**src/rtl/blink_sched.sv**
```systemverilog
// ---------------------------------------------------------------------------
// blink_sched
//
// Command-driven scheduler for a phase-accumulator LED blinker. A command
// {increment, blink count} is accepted over a valid/ready handshake while
// idle. The block then runs a 32-bit phase accumulator at that increment.
// The LED follows the accumulator MSB. Accumulator wraps are counted as
// blink periods. After the last period the LED is held dark for GAP_CYCLES
// cycles, and then completion is signalled with a one-cycle o_done pulse.
//
// Ports
//   i_clk          system clock, all logic on the rising edge
//   i_reset_n      synchronous, active-low reset
//   i_cmd_valid    command present
//   o_cmd_ready    command can be accepted (high only while idle)
//   i_cmd_inc      phase increment per clock
//   i_cmd_count    number of blink periods; 0 = run until abort
//   i_abort        terminate the current command (ignored while idle)
//   o_led          LED drive
//   o_busy         a command is in progress (RUN or GAP)
//   o_done         one-cycle pulse when a command completes normally
//   o_remaining    blink periods still to run (0 when idle or free-running)
//   o_default_inc  constant increment that gives a 1 Hz blink
// ---------------------------------------------------------------------------
module blink_sched #(
    parameter int          CLOCK_RATE_HZ = 100_000_000,
    parameter logic [31:0] DEFAULT_INC   = 32'((1 << 30) / (CLOCK_RATE_HZ / 4)),
    parameter int          GAP_CYCLES    = 1000
) (
    input  logic        i_clk,
    input  logic        i_reset_n,
    input  logic        i_cmd_valid,
    output logic        o_cmd_ready,
    input  logic [31:0] i_cmd_inc,
    input  logic [7:0]  i_cmd_count,
    input  logic        i_abort,
    output logic        o_led,
    output logic        o_busy,
    output logic        o_done,
    output logic [7:0]  o_remaining,
    output logic [31:0] o_default_inc
);

    // The gap counter only ever holds GAP_CYCLES-1 down to 0.
    localparam int             GW       = (GAP_CYCLES > 1) ? $clog2(GAP_CYCLES) : 1;
    localparam logic [GW-1:0]  GAP_LOAD = GW'(GAP_CYCLES - 1);

    typedef enum logic [1:0] {
        ST_IDLE = 2'd0,
        ST_RUN  = 2'd1,
        ST_GAP  = 2'd2
    } state_t;

    state_t        r_state;
    logic [31:0]   r_acc;
    logic [31:0]   r_inc;
    logic [7:0]    r_remaining;
    logic [GW-1:0] r_gap;
    logic          r_done;

    state_t        w_state_next;
    logic [31:0]   w_acc_next;
    logic [31:0]   w_inc_next;
    logic [7:0]    w_remaining_next;
    logic [GW-1:0] w_gap_next;
    logic          w_done_next;
    logic [32:0]   w_sum;
    logic          w_carry;

    // The carry out of the 33-bit add marks the end of one blink period.
    assign w_sum   = {1'b0, r_acc} + {1'b0, r_inc};
    assign w_carry = w_sum[32];

    always_comb begin
        w_state_next     = r_state;
        w_acc_next       = r_acc;
        w_inc_next       = r_inc;
        w_remaining_next = r_remaining;
        w_gap_next       = r_gap;
        w_done_next      = 1'b0;

        case (r_state)
            ST_IDLE: begin
                // Abort has no meaning here, so a command that arrives with
                // abort in the same cycle is still taken.
                if (i_cmd_valid) begin
                    w_inc_next       = i_cmd_inc;
                    w_remaining_next = i_cmd_count;
                    w_acc_next       = 32'd0;
                    w_state_next     = ST_RUN;
                end
            end

            ST_RUN: begin
                if (i_abort) begin
                    w_acc_next       = 32'd0;
                    w_remaining_next = 8'd0;
                    w_state_next     = ST_IDLE;
                end else begin
                    w_acc_next = w_sum[31:0];
                    if (w_carry) begin
                        if (r_remaining == 8'd1) begin
                            w_acc_next       = 32'd0;
                            w_remaining_next = 8'd0;
                            w_gap_next       = GAP_LOAD;
                            w_state_next     = ST_GAP;
                        end else if (r_remaining > 8'd1) begin
                            w_remaining_next = r_remaining - 8'd1;
                        end
                        // A count of 0 selects free-run mode, so wraps are
                        // not counted.
                    end
                end
            end

            ST_GAP: begin
                if (i_abort) begin
                    w_acc_next       = 32'd0;
                    w_remaining_next = 8'd0;
                    w_state_next     = ST_IDLE;
                end else if (r_gap == '0) begin
                    w_state_next = ST_IDLE;
                    w_done_next  = 1'b1;
                end else begin
                    w_gap_next = r_gap - GW'(1);
                end
            end

            default: begin
                w_state_next = ST_IDLE;
            end
        endcase
    end

    always_ff @(posedge i_clk) begin
        if (!i_reset_n) begin
            r_state     <= ST_IDLE;
            r_acc       <= 32'd0;
            r_inc       <= 32'd0;
            r_remaining <= 8'd0;
            r_gap       <= '0;
            r_done      <= 1'b0;
        end else begin
            r_state     <= w_state_next;
            r_acc       <= w_acc_next;
            r_inc       <= w_inc_next;
            r_remaining <= w_remaining_next;
            r_gap       <= w_gap_next;
            r_done      <= w_done_next;
        end
    end

    assign o_cmd_ready   = (r_state == ST_IDLE);
    assign o_busy        = (r_state != ST_IDLE);
    assign o_led         = (r_state == ST_RUN) && r_acc[31];
    assign o_done        = r_done;
    assign o_remaining   = r_remaining;
    assign o_default_inc = DEFAULT_INC;

endmodule

```
**config.mk**
```make
export PLATFORM = sky130hd
export DESIGN_NAME = blink_sched
export DESIGN_NICKNAME = d
export VERILOG_FILES = /design/src/rtl/blink_sched.sv
export SDC_FILE = /design/constraint.sdc
export NUM_CORES = 1
export LEC_CHECK = 0
export CAP_MARGIN = 20
export CORE_MARGIN = 4
export CORE_UTILIZATION = 49
export DETAILED_ROUTE_END_ITERATION = 10
export HOLD_SLACK_MARGIN = 0.03
export PLACE_DENSITY_LB_ADDON = 0.3
export SLEW_MARGIN = 20
export SYNTH_ARGS = -nofsm -noshare
export SYNTH_HDL_FRONTEND = slang
export SYNTH_SLANG_ARGS = --single-unit
```
**constraint.sdc**
```tcl
create_clock -name i_clk -period 2.8 [get_ports i_clk]
set_clock_uncertainty 0.1 [all_clocks]
set_input_delay 0.84 -clock i_clk [delete_from_list [all_inputs] [get_ports i_clk]]
set_output_delay 0.84 -clock i_clk [all_outputs]
set_load 0.02 [all_outputs]
```
Word-level counts from Yosys, hierarchy flattened
Cells that the tools add are included.

storage, ports and cells
  word-level logic and storage cells = 65
  output and inout port bits = 44
  register bits = 85
  bits of input ports = 44

operators by class
  order comparisons = 1
  reductions and logical operators = 12
  eq/ne operators = 14
  bitwise operators = 2
  add/subtract/negate cells = 3
  multiplexer cells = 27

operator list
  kind                     number
  $mux W32                 5
  $pmux W32 S3             1
  $mux W10                 5
  $mux W8                  6
  $add A32 B32 Y33         1
  $pmux W8 S3              1
  $pmux W10 S2             1
  $ne A2 B2 Y1 const B     7
  $mux W2                  6
  $logic_not A10 Y1        1
  $sub A10 B1 Y10 const B  1
  $ne A3 B3 Y1 const B     3
  $eq A8 B1 Y1 const B     1
  $gt A8 B1 Y1 const B     1
  $sub A8 B1 Y8 const B    1
  $pmux W2 S3              1
  $reduce_and A6 Y1        1
  $reduce_and A5 Y1        1
  $ne A4 B4 Y1 const B     1
  $reduce_and A4 Y1        1
  $reduce_bool A2 Y1       2
  $reduce_and A3 Y1        1
  $reduce_bool A3 Y1       1
  $reduce_or A3 Y1         1
  7 further kinds          8

Logic depth before layout (Yosys ltp)
  word-level depth = 6
  gate-level depth with buffers = 13
  gate-level depth less buffers = 11

Worst setup path before layout
Ideal clock, no wire load.

  path kind = register -> register
  start point = register r_inc[0]
  end point = register r_acc[17]
  arrival time = 2.688 ns
  setup slack = -0.105 ns
  stages on the path, launching flop included = 14
  setup time = 0.117 ns
  required time = 2.583 ns
  path buffers = 2
  path through = dfxtp_1 > ha_1 > inv_1 > fa_1 > nand2b_1 > a211oi_1 > o2111a_1 > a211o_1 > a31oi_4 > o21a_1 > and3_1 > buf_4 > buf_6 > a22o_1

on the way
  cells in the longest elaborated chain, start to end = 5

ends and longest elaborated chain
  what                    RTL line  source
  from (decl)             56        logic [31:0] r_inc;
  from (signal assigned)  146       r_inc <= w_inc_next;
  $add A32 B32 Y33 *      71        assign w_sum = {1'b0, r_acc} + {1'b0, r_inc};
  $mux W32                102       if (r_remaining == 8'd1) begin
  $mux W32 *              101       if (w_carry) begin
  $mux W32 *              95        if (i_abort) begin
  $pmux W32 S3 *          82        case (r_state)
  to (signal assigned)    145       r_acc <= w_acc_next;
  to (decl)               55        logic [31:0] r_acc;

Mark *: on every way between the ends. The rest lies on a longest branch, timed or not.
A chain may end at the register's enable or synchronous reset.

Final worst setup path
  start point = register r_acc[5]
  end point = register r_gap[7]

on the way
  cells in the longest elaborated chain, start to end = 3

ends and longest elaborated chain
  what                                RTL line  source
  $add A32 B32 Y33                    71
  $ne A2 B2 Y1 (no source line)       n/a
  $reduce_and A6 Y1 (no source line)  n/a
  to (signal assigned)                148       r_gap <= w_gap_next;
  to (decl)                           58        logic [GW-1:0] r_gap;

Every way passes these cells.

==> key figures <==
Global route
  • Vias in the first global route: 4,926
  • Total Routing Usage GR: 0.2127
  • Global route total overflow: 0
  • First-pass GRT wire length: 22.97 mm
  • Largest net degree at the start of global routing: 67
  • Initial antenna violation count: 0

Power
  • Peak supply drop: 0.3654 mV
  • Int Power: 1.948 mW
  • Comb pwr share: 0.223
  • Clock share of power: 0.312
  • P_sw: 868.3 uW
  • Leak pwr: 2.883 nW
  • PwrDens: 425.1 mW/mm^2
  • Switch share: 0.3083
  • Reg power frac: 0.465

Route
  • Via density: 5.618
  • DR pass1 iterations: 5
  • DRC viols: 0
  • Antenna Nets Post-Route: 0
  • Routed len/inst: 15.10 um
  • Vias: 5,073
  • Initial DRC count: 278
  • WL final: 13.63 mm

Synth
  • Synth Cell Area: 0.005339 sq mm
  • Synth Register Bits: 85
  • Sequential area share after synthesis: 0.3187
  • Top post-synthesis cells by area: dfxtp_1 32%, ha_1 9.1%, nand2_1 7.6%
  • Post-synthesis instance total: 677
  • Post-synth EDFFs: 0
  • YS warnings: 0
  • Synthesized area per cell: 7.886 sq um
  • Most used DFF post-synth: dfxtp_1
  • Count of cell types in the netlist: 65
  • Yosys top cell area share: 0.3187
  • Cell taking the most area after synthesis: dfxtp_1
  • Synth async-reset ratio: 0

Die
  • Die H: 112.4 um
  • Die area: 0.01263 sq mm
  • Initial core utilization: 0.5103
  • Die W: 112.4 um
  • Core Area: 0.01046 sq mm
  • Number of I/O pins: 88
  • Placement row count: 37

STA
  • PnR worst setup slack: -80.58 ps
  • Worst slew pin tran: 829.5 ps
  • Final slew viol count: 0
  • Final Hold Vio Count: 0
  • Final min period: 2881 ps
  • RSZ-0062 raised after global routing: yes
  • Final setup violating endpoints: 32
  • Period utilisation layout: 1.029
  • Hold WS: 362.7 ps
  • Rel. slew slack: 0.4450
  • Fmax: 347.2 MHz

Critical path
  • Required time worst endpoint: 2910 ps
  • WS Path Type: register to register
  • Worst Path Arrival: 2990 ps
  • Crit path cell chain: ha_4 -> a21o_1 -> a221o_1 -> o2111a_1 -> a211o_1 -> a31oi_4 -> buf_6 -> o21ai_4 -> buf_2 -> a41oi_1 -> a211oi_2
  • Worst setup SP type: register
  • R2R Setup Slk: -80 ps
  • Worst Reg2Reg Path Length in Cells: 11
  • Worst Setup SP: r_acc[5]
  • Crit-path slowest cell: a211o_1
  • Critical Path Max Stage Delay: 350 ps
  • Setup crit end kind: register
  • CP Max Fanout: 4
  • R2r endpoint: r_gap[7]
  • Reg-to-Reg Start: r_acc[5]

CTS
  • Clk_lat worst skew: 360 ps
  • Sink Count: 85
  • Maximum clock path buffer count: 2
  • Worst-path clk slew: 90 ps
  • CTS tree: built
  • Cts hold-fix bufs: 0
  • H-tree depth: 3
  • CTS Buf Count: 9
  • CTS root buf: clkbuf_8

Run status
  • Status: finished, violations left
  • Failing checks: negative setup slack

Layout
  • Final core occ: 0.6332
  • Antenna Cells: 0
  • Share of cells above drive strength 1: 0.1447
  • Area delta synth->final: 24.09%
  • Filler Cells Inserted: 960
  • Layout net count: 846

Placed design
  • HPWL Detailed: 9.551 mm
  • Placer congestion estimate: 0.8961
  • Setup WS pre-CTS: -152.2 ps
  • Buffers on Ports: 55

Worst hold path
  • Hold path depth: 2
  • Hold_sp: r_inc[22]
  • Hold Crit Class: register to register
  • WHS Endpoint: r_inc[22]

Flow run
  • Max-Cap Viols: 0
## area by class of cell
class | count | area [sq um] | area share
Clock inverter | 6 | 63.81 | 0.009632
Multi-Input combinational cell | 533 | 3443 | 0.5197
Sequential cell | 85 | 1714 | 0.2587
Inverter | 26 | 97.59 | 0.01473
Timing Repair Buffer | 107 | 1008 | 0.1522
Tap cell | 136 | 170.2 | 0.02568
Clock buffer | 10 | 127.6 | 0.01926
## worst max path at each step
stage                      to  slack (ps)  depth (start not counted)
2_1_floorplan       r_acc[17]         -20                         13
3_3_place_gp   o_remaining[7]         -60                         12
3_5_place_dp   o_remaining[1]        -150                         10
4_1_cts             r_acc[19]         -30                         10
5_1_grt              r_gap[5]        -200                         13
6_report             r_gap[7]         -80                         11
## kinds of logic after synthesis
logic type      count (synthesis)  share of synthesized area
other cells                     2                   0.001407
buf+inv                        89                    0.08765
flops                          85                     0.3187
fa+ha+maj                      40                    0.09515
simple gates                  238                     0.2062
xor+xnor                       24                    0.03937
compound gates                199                     0.2515
## critical path: cells and delay by family, from the launching register on
family,cells,cell delay [ps]
compound gates,8,1740
flops,1,340
buf+inv,2,310
fa+ha+maj,1,230
## per-layer routing
| metal | track usage | vias to the layer above | share of wire |
|---|---|---|---|
| li1 | - | 2559 | - |
| met1 | 0.2703 | 2380 | 0.44 |
| met2 | 0.3790 | 119 | 0.50 |
| met3 | 0.03881 | 15 | 0.047 |
| met4 | 0.04006 | 0 | 0.0097 |
| met5 | 0 | - | 0 |
## cell usage in the layout (no fill, tap or decap), drive strengths merged, types with 7 or more instances in the layout
cell	count
nand2	108
dfxtp	85
a21oi	77
clkdlybuf4s50	53
buf	52
ha	39
conb	32
nor2	31
nand3	25
inv	25
nor3	22
o21ai	17
xnor2	16
a21o	12
a22o	12
or3	11
clkbuf	10
xor2	8
o21a	8
a211oi	8
a41oi	7
a31oi	7
nand2b	7
and2	7
## power by group through the flow
stage               Clock (mW)  Sequential [mW]  Combinational (mW)
floorplan                    0             1.34               0.402
global placement             0             1.33               0.584
detailed placement           0             1.33               0.599
CTS                      0.895             1.31               0.620
global route             0.943             1.32               0.688
finish                   0.878             1.31               0.629
## metrics by stage
stage	power (mW)	cell area (sq um)	setup TNS (ps)	instances
after floorplan	1.738	5485	-214.5	707
after global placement	1.916	6222	-692.7	883
after detailed placement	1.934	6222	-3135	883
after CTS	2.824	6583	-213.9	903
after global routing	2.948	6625	-6985	903
final	2.816	6625	-1140	903
## cell usage after synthesis, types with 11 or more instances
master	n
inv_1	25
xnor2_1	16
a22o_1	12
dfxtp_1	85
ha_1	39
or3_1	11
a21oi_1	77
nor2_1	31
nand2_1	108
nand3_1	25
buf_4	33
o21ai_0	13
nor3_1	22
clkbuf_1	22
a21o_1	12
## state kept, by name (all words and copies together), names as in the netlist
| signal | count |
|---|---|
| r_acc | 32 |
| r_state | 2 |
| r_gap | 10 |
| o_remaining | 8 |
| r_inc | 32 |
| o_done | 1 |
## what timing repair did
| item | 4_1_cts | 5_1_grt |
|---|---|---|
| buffers inserted | 2 | 0 |
| gates resized for setup | 29 | 11 |
| cloned | 2 | 0 |
| setup endpoints to repair | 51 | 54 |
| pin swaps | 9 | 9 |
Note: power is estimated with default switching activity, not from simulation.
